`src/rtl/if_id_frontend.sv`:
```
// if_id_frontend: PC register, IF/ID pipeline latch and registered ID/EX
// bubble flag for the 5-stage RISC-V pipeline. The front end resolves the
// hazard unit's PCWrite/Stall/NoOp, the ID-stage branch flush and the
// data-memory stall in fixed priority order.
// Optional build macro: IF_ID_PERF_CNT_EN adds saturating stall, flush and
// freeze event counters.
module if_id_frontend #(
    parameter logic [31:0] RESET_PC  = 32'h00000000,
    parameter logic [31:0] PC_STEP   = 32'd4,
    parameter logic [31:0] NOP_INSTR = 32'h00000013
) (
    input  logic        clk_i,
    input  logic        rst_i,
    input  logic        start_i,
    input  logic        PCWrite_i,
    input  logic        Stall_i,
    input  logic        NoOp_i,
    input  logic        Flush_i,
    input  logic [31:0] BranchTarget_i,
    input  logic        MemStall_i,
    input  logic [31:0] Instr_i,
    output logic [31:0] PC_o,
    output logic [31:0] IFID_PC_o,
    output logic [31:0] IFID_Instr_o,
    output logic        IFID_Valid_o,
    output logic        IDEX_Bubble_o,
`ifdef IF_ID_PERF_CNT_EN
    output logic [31:0] StallCnt_o,
    output logic [31:0] FlushCnt_o,
    output logic [31:0] FreezeCnt_o,
`endif
    output logic [1:0]  State_o
);

    typedef enum logic [1:0] {
        IDLE   = 2'b00,
        RUN    = 2'b01,
        FREEZE = 2'b10
    } state_t;

    state_t state;

    assign State_o = state;

    // Front-end FSM: IDLE waits for start, RUN applies MemStall > Stall > Flush > normal fetch,
    // FREEZE holds everything (including the bubble flag) until the data memory is free.
    always_ff @(posedge clk_i or posedge rst_i) begin
        if (rst_i) begin
            state         <= IDLE;
            PC_o          <= RESET_PC;
            IFID_PC_o     <= 32'h00000000;
            IFID_Instr_o  <= NOP_INSTR;
            IFID_Valid_o  <= 1'b0;
            IDEX_Bubble_o <= 1'b0;
        end else begin
            case (state)
                IDLE: begin
                    if (start_i) begin
                        state <= RUN;
                    end
                end
                RUN: begin
                    if (MemStall_i) begin
                        state <= FREEZE;
                    end else begin
                        IDEX_Bubble_o <= NoOp_i;
                        if (Stall_i) begin
                            // Branch operands are not valid during a load-use stall, so Flush_i is ignored.
                            if (PCWrite_i) begin
                                PC_o <= PC_o + PC_STEP;
                            end
                        end else if (Flush_i) begin
                            PC_o         <= BranchTarget_i;
                            IFID_PC_o    <= PC_o;
                            IFID_Instr_o <= NOP_INSTR;
                            IFID_Valid_o <= 1'b0;
                        end else begin
                            IFID_PC_o    <= PC_o;
                            IFID_Instr_o <= Instr_i;
                            IFID_Valid_o <= 1'b1;
                            if (PCWrite_i) begin
                                PC_o <= PC_o + PC_STEP;
                            end
                        end
                    end
                end
                FREEZE: begin
                    if (!MemStall_i) begin
                        state <= RUN;
                    end
                end
                default: begin
                    state <= IDLE;
                end
            endcase
        end
    end

`ifdef IF_ID_PERF_CNT_EN
    logic run_edge;
    logic stall_take;
    logic flush_take;
    logic freeze_edge;

    assign run_edge    = (state == RUN) && !MemStall_i;
    assign stall_take  = run_edge && Stall_i;
    assign flush_take  = run_edge && !Stall_i && Flush_i;
    assign freeze_edge = (state == FREEZE);

    // Saturating event counters: applied stalls, applied flushes and edges spent frozen.
    always_ff @(posedge clk_i or posedge rst_i) begin
        if (rst_i) begin
            StallCnt_o  <= 32'h00000000;
            FlushCnt_o  <= 32'h00000000;
            FreezeCnt_o <= 32'h00000000;
        end else begin
            if (stall_take && (StallCnt_o != 32'hFFFFFFFF)) begin
                StallCnt_o <= StallCnt_o + 32'd1;
            end
            if (flush_take && (FlushCnt_o != 32'hFFFFFFFF)) begin
                FlushCnt_o <= FlushCnt_o + 32'd1;
            end
            if (freeze_edge && (FreezeCnt_o != 32'hFFFFFFFF)) begin
                FreezeCnt_o <= FreezeCnt_o + 32'd1;
            end
        end
    end
`endif

endmodule

```
`config.mk`:
```
export PLATFORM = sky130hd
export DESIGN_NAME = if_id_frontend
export DESIGN_NICKNAME = d
export VERILOG_FILES = /design/src/rtl/if_id_frontend.sv
export SDC_FILE = /design/constraint.sdc
export NUM_CORES = 1
export LEC_CHECK = 0
export CORE_ASPECT_RATIO = 0.6
export CORE_UTILIZATION = 36
export DETAILED_ROUTE_END_ITERATION = 8
export PLACE_DENSITY = 0.69
export SLEW_MARGIN = 0
export SYNTH_ARGS = -nofsm -noshare
export SYNTH_HDL_FRONTEND = slang
export SYNTH_SLANG_ARGS = --single-unit
```
`constraint.sdc`:
```
create_clock -name clk_i -period 5.14 [get_ports clk_i]
set_input_delay 1.028 -clock clk_i [delete_from_list [all_inputs] [get_ports clk_i]]
set_output_delay 1.028 -clock clk_i [all_outputs]
set_load 0.02 [all_outputs]
```
==> metrics <==
maximum number of pins on one net before global-route repair=74; count of fill cells added during filler insertion=1159; vias in the first global route=4471; initial antenna violation count=0; final number of setup-violating endpoints=0; number of iterations in the first detailed-routing pass=5; category of the most critical setup path=input pin to flip-flop; number of enable flip-flop cells after synthesis=0; worst-path fanout max=63; aggregate negative setup slack=0 ps; nature of the critical path startpoint=input pin; half-perimeter wire length after placement=10500 µm; wire length of the first global-routing pass=23500 µm; # placed instances=853; H-tree lvl count=3; number of input and output port buffers inserted=171; clock net sink count=100; #FFs+latches synth=100; Root Buffer Master=clkbuf_16; required arrival time at the worst endpoint=5400 ps; overall routing resource usage=0.221; maximum capacitance violations=0; Mapped Cells=539; number of nets with antenna violations after routing=0; number of buffers between clock root and the deepest sink=2; global route total overflow=0; setup repair after global routing missed its margin=no; starting density of the core=0.372; most used flip-flop cell after synthesis=dfrtp_1; nets in the synthesized netlist=612; fraction of the yosys area taken by sequential cells=0.523; Post-Route WL=14700 µm; yosys warns=0; number of pins exceeding their max-slew limit in the final report=0; clock-pin transition on the worst setup and hold timing paths=70 ps; via count=4592; post-route minimum period=2970 ps; fraction of met3 tracks used by global routing=0.0678; CTS Hold Buffers Added=0; area of the multi-input gates=2140 µm²; PnR Total Power=0.00416 W; Synth Cell Area=4790 µm²; CTS tree=built; static leakage=3.08 nW; critical path capture point type=flip-flop; antenna diode count=0; final setup skew=7.53 ps; Least-Margin Pin Slew=1160 ps; Die Y-Extent=91.4 µm; die boundary width=151 µm; detailed-route DRC error count=0; dominant cell type by area after synthesis=dfrtp_1; Storage cell area=2510 µm²; post-synthesis to final-layout area growth=45.8%; fin nets=767; count of standard-cell rows=32; ranking of synthesized cells by area=dfrtp_1 51%, nand2_1 14%, nand3b_1 4.5%, a21oi_1 3.2%, nand3_1 2.3%; met1 capacity usage during global routing=0.315; routability-driven placement congestion ratio=0.866; Post-CTS Setup Bufs=0; proportion of layout cells with a drive suffix above 1=0.0629; run status=finished clean; share of the synthesized area in the top cell type=0.507; FMAX=336 MHz; number of resized instances in the post-cts repair step=0; Peak supply drop=0.285 mV; grt met2 use=0.326; power density normalized to cell area=596 nW/µm²; TritonCTS buffer count=9; Final Cycle Share=0.578; number of different library cells in the post-synthesis netlist=48; Die Outline Area=13800 µm²; Final Hold Vio Count=0; DR vias/cell=5.28; Top-Level Pins=172; synthesized area divided by synthesized cell count=8.89 µm²; Core Area=12900 µm²; source-to-sink clock delay at the later pin of the worst-skew pair=340 ps; tightest slew margin relative to the limit=0.230; layer with the highest usage=met2; proportion of synthesized flip-flops having asynchronous set or reset=1.00; Routed WL per cell=16.9 µm; class of the worst hold path=flip-flop to flip-flop; fin cells=869; first-iteration detailed-routing DRC count=430; critical path data arrival time=3240 ps
==> final cells by class <==
class | count | share of cell area
tap | 170 | 0.0304
multi-input combinational | 399 | 0.306
sequential | 100 | 0.359
clock inverter | 6 | 0.0161
clock buffer | 10 | 0.0328
inverter | 6 | 0.00358
timing repair buffer | 178 | 0.253
==> stage by stage <==
step,setup slack [ps],area (µm²),util,hold slack (ps)
floorplan,1500,4790,-,487
global placement,1980,6650,0.515,447
detailed placement,1890,6650,0.515,452
CTS,2230,6990,0.542,461
global route,1980,6990,0.542,490
finish,2170,6990,0.542,458
==> metal layers <==
metal,share of wire,routed length [µm]
met3,0.088,1290
met4,0.014,206
met5,0,0
met2,0.43,6360
met1,0.47,6850
==> power breakdown <==
| group | total [W] | internal, W | leakage, nW | switching, W |
|---|---|---|---|---|
| clock | 0.000772 | 0.000477 | 0.167 | 0.000295 |
| sequential | 0.00150 | 0.00113 | 1.23 | 0.000369 |
| combinational | 0.00189 | 0.000862 | 1.69 | 0.00103 |
| total | 0.00416 | 0.00247 | 3.08 | 0.00169 |
==> cell usage in the layout, fill, tap and decap left out, types with 3 or more instances in the layout <==
| cell type | instances |
|---|---|
| nand2_1 | 185 |
| clkdlybuf4s50_1 | 171 |
| dfrtp_1 | 97 |
| a21oi_1 | 31 |
| nand3b_1 | 29 |
| nand3_1 | 22 |
| o21ai_0 | 19 |
| nor2_1 | 17 |
| o22ai_1 | 16 |
| nand4_1 | 13 |
| a2bb2oi_1 | 12 |
| clkbuf_16 | 9 |
| buf_4 | 7 |
| and3_1 | 5 |
| inv_1 | 5 |
| and2_1 | 4 |
| nor3_1 | 4 |
| nor4_4 | 4 |
| dfstp_2 | 3 |
| nor4_1 | 3 |
| mux2_2 | 3 |
| bufinv_16 | 3 |
==> state kept, by name, indices dropped and copies added, names as in the netlist <==
signal         count
State_o            2
IFID_Instr_o      32
PC_o              32
IFID_Valid_o       1
IDEX_Bubble_o      1
IFID_PC_o         32
==> final timing paths <==
path | start | endpoint | slack [ps] | cells past startpoint
max reg2reg | PC_o[2] | PC_o[24] | 2840 | 6
min | IFID_Instr_o[1] | IFID_Instr_o[1] | 460 | 2
max | Stall_i | PC_o[6] | 2170 | 5
min in group asynchronous | rst_i | IFID_PC_o[10] | 1250 | 2
min reg2reg | IFID_Instr_o[1] | IFID_Instr_o[1] | 460 | 2
max in group asynchronous | rst_i | IFID_Instr_o[17] | 2940 | 3
==> synthesized netlist by cell type (2+ instances only) <==
library cell,n
clkbuf_1,26
and3_1,5
mux2i_1,2
o22ai_1,16
a21oi_2,2
nand2b_1,3
nand3b_1,29
nand4_1,13
nand2_1,185
a41o_1,2
nand4_4,2
nor3_1,4
o21ai_0,19
mux2_2,3
nand3_1,22
dfstp_2,3
nor4_4,4
and2_1,3
nor2_1,18
inv_1,6
nor4_1,3
a2bb2oi_1,12
a21oi_1,31
dfrtp_1,97
buf_2,5
nor2b_1,2
==> kinds of logic after synthesis <==
family                   count (synthesis)  share of synthesized area
AO/OA/AOI/OAI                           94                      0.123
XOR/XNOR                                 1                    0.00183
adder cells (fa/ha/maj)                  1                    0.00261
buffers and inverters                   40                     0.0337
flip-flops                             100                      0.523
multiplexers                             5                     0.0112
AND/OR/NAND/NOR                        298                      0.304
==> worst max-delay path, stage by stage <==
cell and delay, ps:
clkdlybuf4s50_1 570, nand2b_2 940, nand2_1 320, a2bb2oi_1 220, o21ai_0 160
Note: power is estimated with default switching activity, not from simulation.
